$ cat config.mk
export PLATFORM = sky130hd
export DESIGN_NAME = pin_capture_flat
export DESIGN_NICKNAME = d
export VERILOG_FILES = /design/src/rtl/pin_capture_pkg.sv /design/src/rtl/pin_capture_if.sv /design/src/rtl/pin_capture_key_edge_detect.sv /design/src/rtl/pin_capture.sv /design/src/flat_wrapper.sv
export SDC_FILE = /design/constraint.sdc
export NUM_CORES = 1
export LEC_CHECK = 0
export BUFFER_PORTS_ARGS = -buffer_cell sky130_fd_sc_hd__buf_2
export CORE_AREA = 8 8 60 62
export CTS_CLUSTER_DIAMETER = 100
export CTS_CLUSTER_SIZE = 40
export DETAILED_ROUTE_END_ITERATION = 8
export DIE_AREA = 0 0 68 70
export PLACE_DENSITY = 0.87
export SLEW_MARGIN = 20
export SYNTH_ARGS = -nofsm -noshare
export SYNTH_HDL_FRONTEND = slang
export SYNTH_SLANG_ARGS = --single-unit
$ cat constraint.sdc
create_clock -name Clk -period 4.65 [get_ports Clk]
set_input_delay 0.6975 -clock Clk [delete_from_list [all_inputs] [get_ports Clk]]
set_output_delay 0.6975 -clock Clk [all_outputs]
set_load 0.02 [all_outputs]
$ cat src/rtl/pin_capture_pkg.sv
// rtl/pin_capture_pkg.sv - shared state encoding and key/PIN constants for pin_capture
package pin_capture_pkg;

  typedef enum logic [1:0] {
    ESPERA   = 2'd0,
    DIGITO1  = 2'd1,
    COMPLETO = 2'd2,
    PRESENTA = 2'd3
  } state_t;

  localparam logic [3:0] TECLA_BORRAR = 4'hA;
  localparam logic [3:0] TECLA_ENTER  = 4'hB;
  localparam logic [7:0] PIN_ESPERA   = 8'h00;

  function automatic logic es_digito(input logic [3:0] t);
    return t <= 4'd9;
  endfunction

endpackage

$ cat src/rtl/pin_capture_if.sv
// rtl/pin_capture_if.sv - keypad input and PIN output bundle between keypad, pin_capture and gate controller
interface pin_capture_if;
  logic       Tecla_valida;
  logic [3:0] Tecla;
  logic [7:0] Pin;
  logic       Ocupado;
  logic       Error;

  modport master (output Tecla_valida, output Tecla, input Pin, input Ocupado, input Error);
  modport slave  (input Tecla_valida, input Tecla, output Pin, output Ocupado, output Error);
endinterface

$ cat src/rtl/pin_capture_key_edge_detect.sv
// rtl/pin_capture_key_edge_detect.sv - key_edge_detect: one pulse per rising edge of a debounced key level
module key_edge_detect (
  input  logic Clk,
  input  logic Reset,
  input  logic level,
  output logic pulse
);
  logic prev;

  always_ff @(posedge Clk) begin
    if (!Reset) prev <= 1'b0;
    else        prev <= level;
  end

  assign pulse = level & ~prev;
endmodule

$ cat src/rtl/pin_capture.sv
// rtl/pin_capture.sv - assembles a 2-digit BCD PIN from keypad events and presents it on Pin
// Optional partial-entry timeout enabled by defining PIN_CAPTURE_TIMEOUT_EN.
module pin_capture
  import pin_capture_pkg::*;
#(
  parameter int PIN_HOLD = 1,
  parameter int TIMEOUT  = 1000,
  parameter int TW       = 10
) (
  input logic          Clk,
  input logic          Reset,
  pin_capture_if.slave bus
);
  localparam int CNT_MAX = (TIMEOUT > PIN_HOLD) ? TIMEOUT : PIN_HOLD;

  state_t        state_q, state_d;
  logic [3:0]    d1_q, d1_d, d2_q, d2_d;
  logic [7:0]    pin_q, pin_d;
  logic          err_q, err_d;
  logic [TW-1:0] cnt_q;
  logic          cnt_clr, ev, timeout_hit, digit, illegal;

  key_edge_detect u_edge (.Clk(Clk), .Reset(Reset), .level(bus.Tecla_valida), .pulse(ev));

  assign digit   = es_digito(bus.Tecla);
  assign illegal = bus.Tecla > TECLA_ENTER;

`ifdef PIN_CAPTURE_TIMEOUT_EN
  assign timeout_hit = (cnt_q == TW'(TIMEOUT));
`else
  assign timeout_hit = 1'b0;
`endif

  always_comb begin
    state_d = state_q;
    d1_d    = d1_q;
    d2_d    = d2_q;
    pin_d   = pin_q;
    err_d   = 1'b0;
    case (state_q)
      ESPERA: begin
        if (ev) begin
          if (digit) begin
            d1_d    = bus.Tecla;
            state_d = DIGITO1;
          end else if (bus.Tecla != TECLA_BORRAR) begin
            err_d = 1'b1;
          end
        end
      end
      DIGITO1: begin
        if (ev) begin
          if (digit) begin
            d2_d    = bus.Tecla;
            state_d = COMPLETO;
          end else if (bus.Tecla == TECLA_BORRAR) begin
            state_d = ESPERA;
          end else begin
            err_d = 1'b1;
            if (!illegal) state_d = ESPERA;
          end
        end else if (timeout_hit) begin
          err_d   = 1'b1;
          state_d = ESPERA;
        end
      end
      COMPLETO: begin
        if (ev) begin
          if (bus.Tecla == TECLA_ENTER) begin
            // "00" is indistinguishable from the idle bus value, so it is never presented
            if ({d1_q, d2_q} == PIN_ESPERA) begin
              err_d   = 1'b1;
              state_d = ESPERA;
            end else begin
              pin_d   = {d1_q, d2_q};
              state_d = PRESENTA;
            end
          end else if (bus.Tecla == TECLA_BORRAR) begin
            state_d = ESPERA;
          end else begin
            err_d = 1'b1;
          end
        end else if (timeout_hit) begin
          err_d   = 1'b1;
          state_d = ESPERA;
        end
      end
      PRESENTA: begin
        if (cnt_q == TW'(PIN_HOLD - 1)) begin
          pin_d   = PIN_ESPERA;
          state_d = ESPERA;
        end
      end
      default: state_d = ESPERA;
    endcase
    if (state_d == ESPERA) begin
      d1_d = 4'd0;
      d2_d = 4'd0;
    end
    cnt_clr = (ev && (state_q != PRESENTA) && !err_d) ||
              ((state_d == PRESENTA) && (state_q != PRESENTA));
  end

  always_ff @(posedge Clk) begin
    if (!Reset) begin
      state_q <= ESPERA;
      d1_q    <= 4'd0;
      d2_q    <= 4'd0;
      pin_q   <= PIN_ESPERA;
      err_q   <= 1'b0;
      cnt_q   <= '0;
    end else begin
      state_q <= state_d;
      d1_q    <= d1_d;
      d2_q    <= d2_d;
      pin_q   <= pin_d;
      err_q   <= err_d;
      if (cnt_clr)                    cnt_q <= '0;
      else if (cnt_q != TW'(CNT_MAX)) cnt_q <= cnt_q + TW'(1);
    end
  end

  assign bus.Pin     = pin_q;
  assign bus.Ocupado = (state_q != ESPERA);
  assign bus.Error   = err_q;
endmodule

$ cat src/flat_wrapper.sv
// flat-port wrapper written by rule: the top's interface ports become plain ports
module pin_capture_flat import pin_capture_pkg::*;
#(
  parameter int PIN_HOLD = 1,
  parameter int TIMEOUT  = 1000,
  parameter int TW       = 10
)
  (Clk, Reset, bus_Tecla_valida, bus_Tecla, bus_Pin, bus_Ocupado, bus_Error);
  pin_capture_if bus_i ();
  input logic Clk;
  input logic Reset;
  input wire logic [$bits(bus_i.Tecla_valida)-1:0] bus_Tecla_valida;
  input wire logic [$bits(bus_i.Tecla)-1:0] bus_Tecla;
  output wire logic [$bits(bus_i.Pin)-1:0] bus_Pin;
  output wire logic [$bits(bus_i.Ocupado)-1:0] bus_Ocupado;
  output wire logic [$bits(bus_i.Error)-1:0] bus_Error;
  assign bus_i.Tecla_valida = bus_Tecla_valida;
  assign bus_i.Tecla = bus_Tecla;
  assign bus_Pin = bus_i.Pin;
  assign bus_Ocupado = bus_i.Ocupado;
  assign bus_Error = bus_i.Error;
  pin_capture #(.PIN_HOLD(PIN_HOLD), .TIMEOUT(TIMEOUT), .TW(TW)) u_core (.Clk(Clk), .Reset(Reset), .bus(bus_i));
endmodule
==> report_table.html <==
<table>
<tr><th>Metric</th><th>Value</th></tr>
<tr><th colspan="2">Global route</th></tr>
<tr><td>Global-route wire length before repair</td><td>5.90 mm</td></tr>
<tr><td>Global Route Usage Sum</td><td>0.157</td></tr>
<tr><td>Vias in the first global route</td><td>approximately 1300</td></tr>
<tr><td>Number of antenna violations at the first check in global routing</td><td>0</td></tr>
<tr><td>Final global-route overflow total</td><td>0</td></tr>
<tr><td>Largest net degree at the start of global routing</td><td>20</td></tr>
<tr><th colspan="2">STA</th></tr>
<tr><td>Final worst path period share</td><td>0.551</td></tr>
<tr><td>Count of pins over their slew limit</td><td>0</td></tr>
<tr><td>Final min period</td><td>2.56 ns</td></tr>
<tr><td>Relative slew slack</td><td>0.494</td></tr>
<tr><td>Setup repair after global routing missed its margin</td><td>no</td></tr>
<tr><td>Worst clock skew</td><td>around 0.0092 ns</td></tr>
<tr><td>Final Hold Viols</td><td>0</td></tr>
<tr><td>Max Clock Freq</td><td>390 MHz</td></tr>
<tr><td>Setup_tns</td><td>0 ns</td></tr>
<tr><td>Setup violations, final</td><td>0</td></tr>
<tr><td>Measured slew at the worst slew-check pin</td><td>~0.76 ns</td></tr>
<tr><th colspan="2">Setup path</th></tr>
<tr><td>CP endpoint kind</td><td>register</td></tr>
<tr><td>Maximum fanout count along the critical path</td><td>9</td></tr>
<tr><td>Critical register-to-register path startpoint</td><td>u_core.state_q[0]$_SDFF_PN0_</td></tr>
<tr><td>Arrival time at the worst endpoint</td><td>2.74 ns</td></tr>
<tr><td>Library cell contributing the largest single delay on the critical path</td><td>sky130_fd_sc_hd__o22ai_1</td></tr>
<tr><td>Max stage delay on crit path</td><td>between 0.5 and 0.6 ns</td></tr>
<tr><td>Req. time, crit path</td><td>4.83 ns</td></tr>
<tr><td>Startpoint type of the worst setup path</td><td>register</td></tr>
<tr><td>Setup Crit Path Kind</td><td>reg2reg</td></tr>
<tr><td>List of cells traversed by the critical path</td><td>inv_1 -&gt; ha_1 -&gt; nand4b_1 -&gt; a211oi_1 -&gt; or4_1 -&gt; o22ai_1 -&gt; a211oi_1</td></tr>
<tr><td>Launching instance or port of the critical path</td><td>u_core.state_q[0]$_SDFF_PN0_</td></tr>
<tr><td>Most used cell, CP</td><td>sky130_fd_sc_hd__a211oi_1</td></tr>
<tr><th colspan="2">Clock network</th></tr>
<tr><td>TritonCTS clock tree</td><td>yes</td></tr>
<tr><td>Root buf cell</td><td>sky130_fd_sc_hd__clkbuf_4</td></tr>
<tr><td>Count of buffers added by post-CTS timing repair for setup</td><td>0</td></tr>
<tr><td>Number of clock sinks</td><td>30</td></tr>
<tr><td>Clock latency at the later pin of the worst-skew pair</td><td>roughly 0.33 ns</td></tr>
<tr><td>Num CTS Buffers</td><td>5</td></tr>
<tr><td>Number of gates given a new drive strength after cts</td><td>0</td></tr>
<tr><td>H-tree depth reported by CTS</td><td>2</td></tr>
<tr><td>Number of hold buffers added after CTS</td><td>0</td></tr>
<tr><td>Clock slew at reported path FFs</td><td>0.09 ns</td></tr>
<tr><td>Number of buffers on the longest clock path</td><td>2</td></tr>
<tr><th colspan="2">Hold path</th></tr>
<tr><td>Critical hold path startpoint</td><td>u_core.bus.Pin[0]$_SDFFE_PN0P_</td></tr>
<tr><td>Worst min path class</td><td>reg2reg</td></tr>
<tr><th colspan="2">Route</th></tr>
<tr><td>Total length of routed wires</td><td>approximately 3.4 mm</td></tr>
<tr><td>Vias post-DR</td><td>1281</td></tr>
<tr><td>Drt initial violations</td><td>67</td></tr>
<tr><td>Detail-routed net length per standard cell</td><td>16.0 um</td></tr>
<tr><td>Post-detailed-route DRC marker count</td><td>0</td></tr>
<tr><td>First drt pass iteration count</td><td>4</td></tr>
<tr><td>Vias per cell</td><td>6.04</td></tr>
<tr><td>Antenna violation net count after detailed routing</td><td>0</td></tr>
<tr><th colspan="2">Placed design</th></tr>
<tr><td>Instance area after placement</td><td>1630 um^2</td></tr>
<tr><td>Number of cells after detailed placement</td><td>205</td></tr>
<tr><td>Routability congestion estimate from global placement</td><td>just under 1</td></tr>
<tr><td>DP Wirelength</td><td>roughly 2.5 mm</td></tr>
<tr><td>Number of port buffers</td><td>16</td></tr>
<tr><th colspan="2">Logic synthesis</th></tr>
<tr><td>Cell Area, Synth</td><td>1540 um^2</td></tr>
<tr><td>Synth area leader</td><td>sky130_fd_sc_hd__dfxtp_1</td></tr>
<tr><td>FF+latch count, synth</td><td>30</td></tr>
<tr><td>Area contributors post-synth</td><td>sky130_fd_sc_hd__dfxtp_1, sky130_fd_sc_hd__ha_1, sky130_fd_sc_hd__mux2i_1, sky130_fd_sc_hd__a211oi_1, sky130_fd_sc_hd__nor2_1</td></tr>
<tr><td>Per-instance average area after synthesis</td><td>around 9.5 um^2</td></tr>
<tr><td>Count of different cell masters after synthesis</td><td>46</td></tr>
<tr><td>Number of synthesized flops with an enable pin</td><td>0</td></tr>
<tr><td>Yosys Warn Count</td><td>0</td></tr>
<tr><td>Total nets after synthesis</td><td>between 150 and 200</td></tr>
<tr><td>Async set-or-reset flop fraction in the synthesized netlist</td><td>0</td></tr>
<tr><td>Share of Yosys cell area claimed by the top area cell type</td><td>0.390</td></tr>
<tr><td>Post-synthesis instance total</td><td>162</td></tr>
<tr><td>Main flop type after synthesis</td><td>sky130_fd_sc_hd__dfxtp_1</td></tr>
<tr><td>Seq/Total Area, Yosys</td><td>0.390</td></tr>
<tr><th colspan="2">Floorplanning</th></tr>
<tr><td>Row Count</td><td>19</td></tr>
<tr><td>Placeable core area</td><td>about 2700 um^2</td></tr>
<tr><td>Vert. Die Dim</td><td>around 70 um</td></tr>
<tr><td>Overall die area</td><td>~4800 um^2</td></tr>
<tr><td>Initial core utilization</td><td>0.578</td></tr>
<tr><td>Die width</td><td>approximately 68 um</td></tr>
<tr><td>I/O Pins</td><td>17</td></tr>
<tr><th colspan="2">Layout</th></tr>
<tr><td>Diode insertion count for antenna repair</td><td>0</td></tr>
<tr><td>Proportion of layout cells with a drive suffix above 1</td><td>0.160</td></tr>
<tr><td>Fin util</td><td>0.644</td></tr>
<tr><td>Post-synthesis to final-layout area growth</td><td>11.5%</td></tr>
<tr><td>Post-layout net count</td><td>196</td></tr>
<tr><td>Final standard cell count with taps included and fillers excluded</td><td>212</td></tr>
<tr><td>Final instance area</td><td>1720 um^2</td></tr>
<tr><td>Footprint of the multi-input gates</td><td>873 um^2</td></tr>
<tr><td>Total of fill cells in the finished design</td><td>225</td></tr>
<tr><td>Seq. cell area</td><td>around 600 um^2</td></tr>
<tr><th colspan="2">Job</th></tr>
<tr><td>Total of max-cap violations</td><td>0</td></tr>
<tr><th colspan="2">Outcome</th></tr>
<tr><td>Result of the run</td><td>finished, final reports clean</td></tr>
<tr><th colspan="2">Power and ir drop</th></tr>
<tr><td>Leakage power</td><td>0.665 nW</td></tr>
<tr><td>Highest ir drop seen on vdd</td><td>roughly 0.00025 V</td></tr>
<tr><td>Power density of the placed cells</td><td>311 nW/um^2</td></tr>
</table>
-- synthesized netlist by cell type (all sizes together) (2+ instances only) --
library cell  number
o21bai             2
nand2              6
nand3              4
or4                2
clkbuf             2
dfxtp             30
xnor2              7
and3               2
a211oi            10
mux2i             10
buf                2
nor2              17
nor4               5
a22oi              8
inv               10
nor2b              3
nor3              10
ha                 8
-- power by group --
| group | internal [W] | switching [W] |
|---|---|---|
| Clock | 0.000125 | 0.0000867 |
| Combinational | 0.0000206 | 0.0000347 |
| Sequential | 0.000261 | 0.00000517 |
| Total | 0.000407 | 0.000127 |
-- final timing paths --
check                                                       to  slack, ns  cells past startpoint
worst min-delay path            u_core.bus.Pin[0]$_SDFFE_PN0P_       0.50                      2
worst max-delay path               u_core.d1_q[2]$_SDFFE_PP0P_       2.09                      7
worst min register to register  u_core.bus.Pin[0]$_SDFFE_PN0P_       0.50                      2
worst max register to register     u_core.d1_q[2]$_SDFFE_PP0P_       2.09                      7
-- per-stage QoR --
stage / hold slack, ns / worst slack, ns / total power, W
after floorplan: 0.525 / 2.39 / 0.000311
after global placement: 0.480 / 2.09 / 0.000323
after detailed placement: 0.485 / 1.94 / 0.000326
after CTS: 0.512 / 2.12 / 0.000536
after global routing: 0.542 / 1.92 / 0.000557
final: 0.503 / 2.09 / 0.000533
-- critical path, delay by kind of cell, from the launching register on --
| family | cells | cell delay [ns] |
|---|---|---|
| AOI/OAI and AO/OA | 3 | 0.86 |
| and+or+nand+nor | 2 | 0.67 |
| buffers and inverters | 1 | 0.13 |
| adders and majority gates | 1 | 0.27 |
| DFF | 1 | 0.48 |
-- registers in the layout, indices dropped and copies added, names as in the netlist --
register and count:
u_core.bus.Error 1, u_core.bus.Pin 8, u_core.cnt_q 10, u_core.d1_q 4
u_core.d2_q 4, u_core.state_q 2, u_core.u_edge.prev 1
-- cell type report --
cell class / count / area share
Clock buffer: 6 / 0.0299
Clock inverter: 1 / 0.0175
Inverter: 11 / 0.0241
Multi-Input combinational cell: 117 / 0.509
Sequential cell: 30 / 0.350
Tap cell: 31 / 0.0226
Timing Repair Buffer: 16 / 0.0467
-- routing by layer --
layer,track usage,vias to the layer above,wire length (um)
li1,-,629,-
met1,0.186,609,1460
met2,0.232,32,1650
met3,0.0638,11,186
met4,0.0843,0,91
met5,0,-,0
-- layout by cell type, fill, tap and decap left out, types with 2 or more instances in the layout --
master,n
sky130_fd_sc_hd__dfxtp_1,30
sky130_fd_sc_hd__nor2_1,17
sky130_fd_sc_hd__buf_2,16
sky130_fd_sc_hd__inv_1,10
sky130_fd_sc_hd__mux2i_1,10
sky130_fd_sc_hd__nor3_1,10
sky130_fd_sc_hd__a211oi_1,9
sky130_fd_sc_hd__a22oi_1,8
sky130_fd_sc_hd__ha_1,8
sky130_fd_sc_hd__xnor2_1,7
sky130_fd_sc_hd__nand2_1,6
sky130_fd_sc_hd__clkbuf_4,5
sky130_fd_sc_hd__nand3_1,4
sky130_fd_sc_hd__nor2b_1,3
sky130_fd_sc_hd__nor4_1,3
sky130_fd_sc_hd__nor4_2,2
sky130_fd_sc_hd__or4_1,2
sky130_fd_sc_hd__o21bai_1,2
-- cells by family (layout without fill, tap and decap cells) --
family / after synthesis / in the layout / share of synthesized area
compound gates: 34 / 34 / 0.193
xor+xnor: 8 / 8 / 0.0455
fa+ha+maj: 8 / 8 / 0.0650
buf+inv: 15 / 34 / 0.0423
flops: 30 / 30 / 0.390
mux: 10 / 10 / 0.0650
simple gates: 57 / 57 / 0.199
No activity file was read; power rests on OpenSTA's default activity.
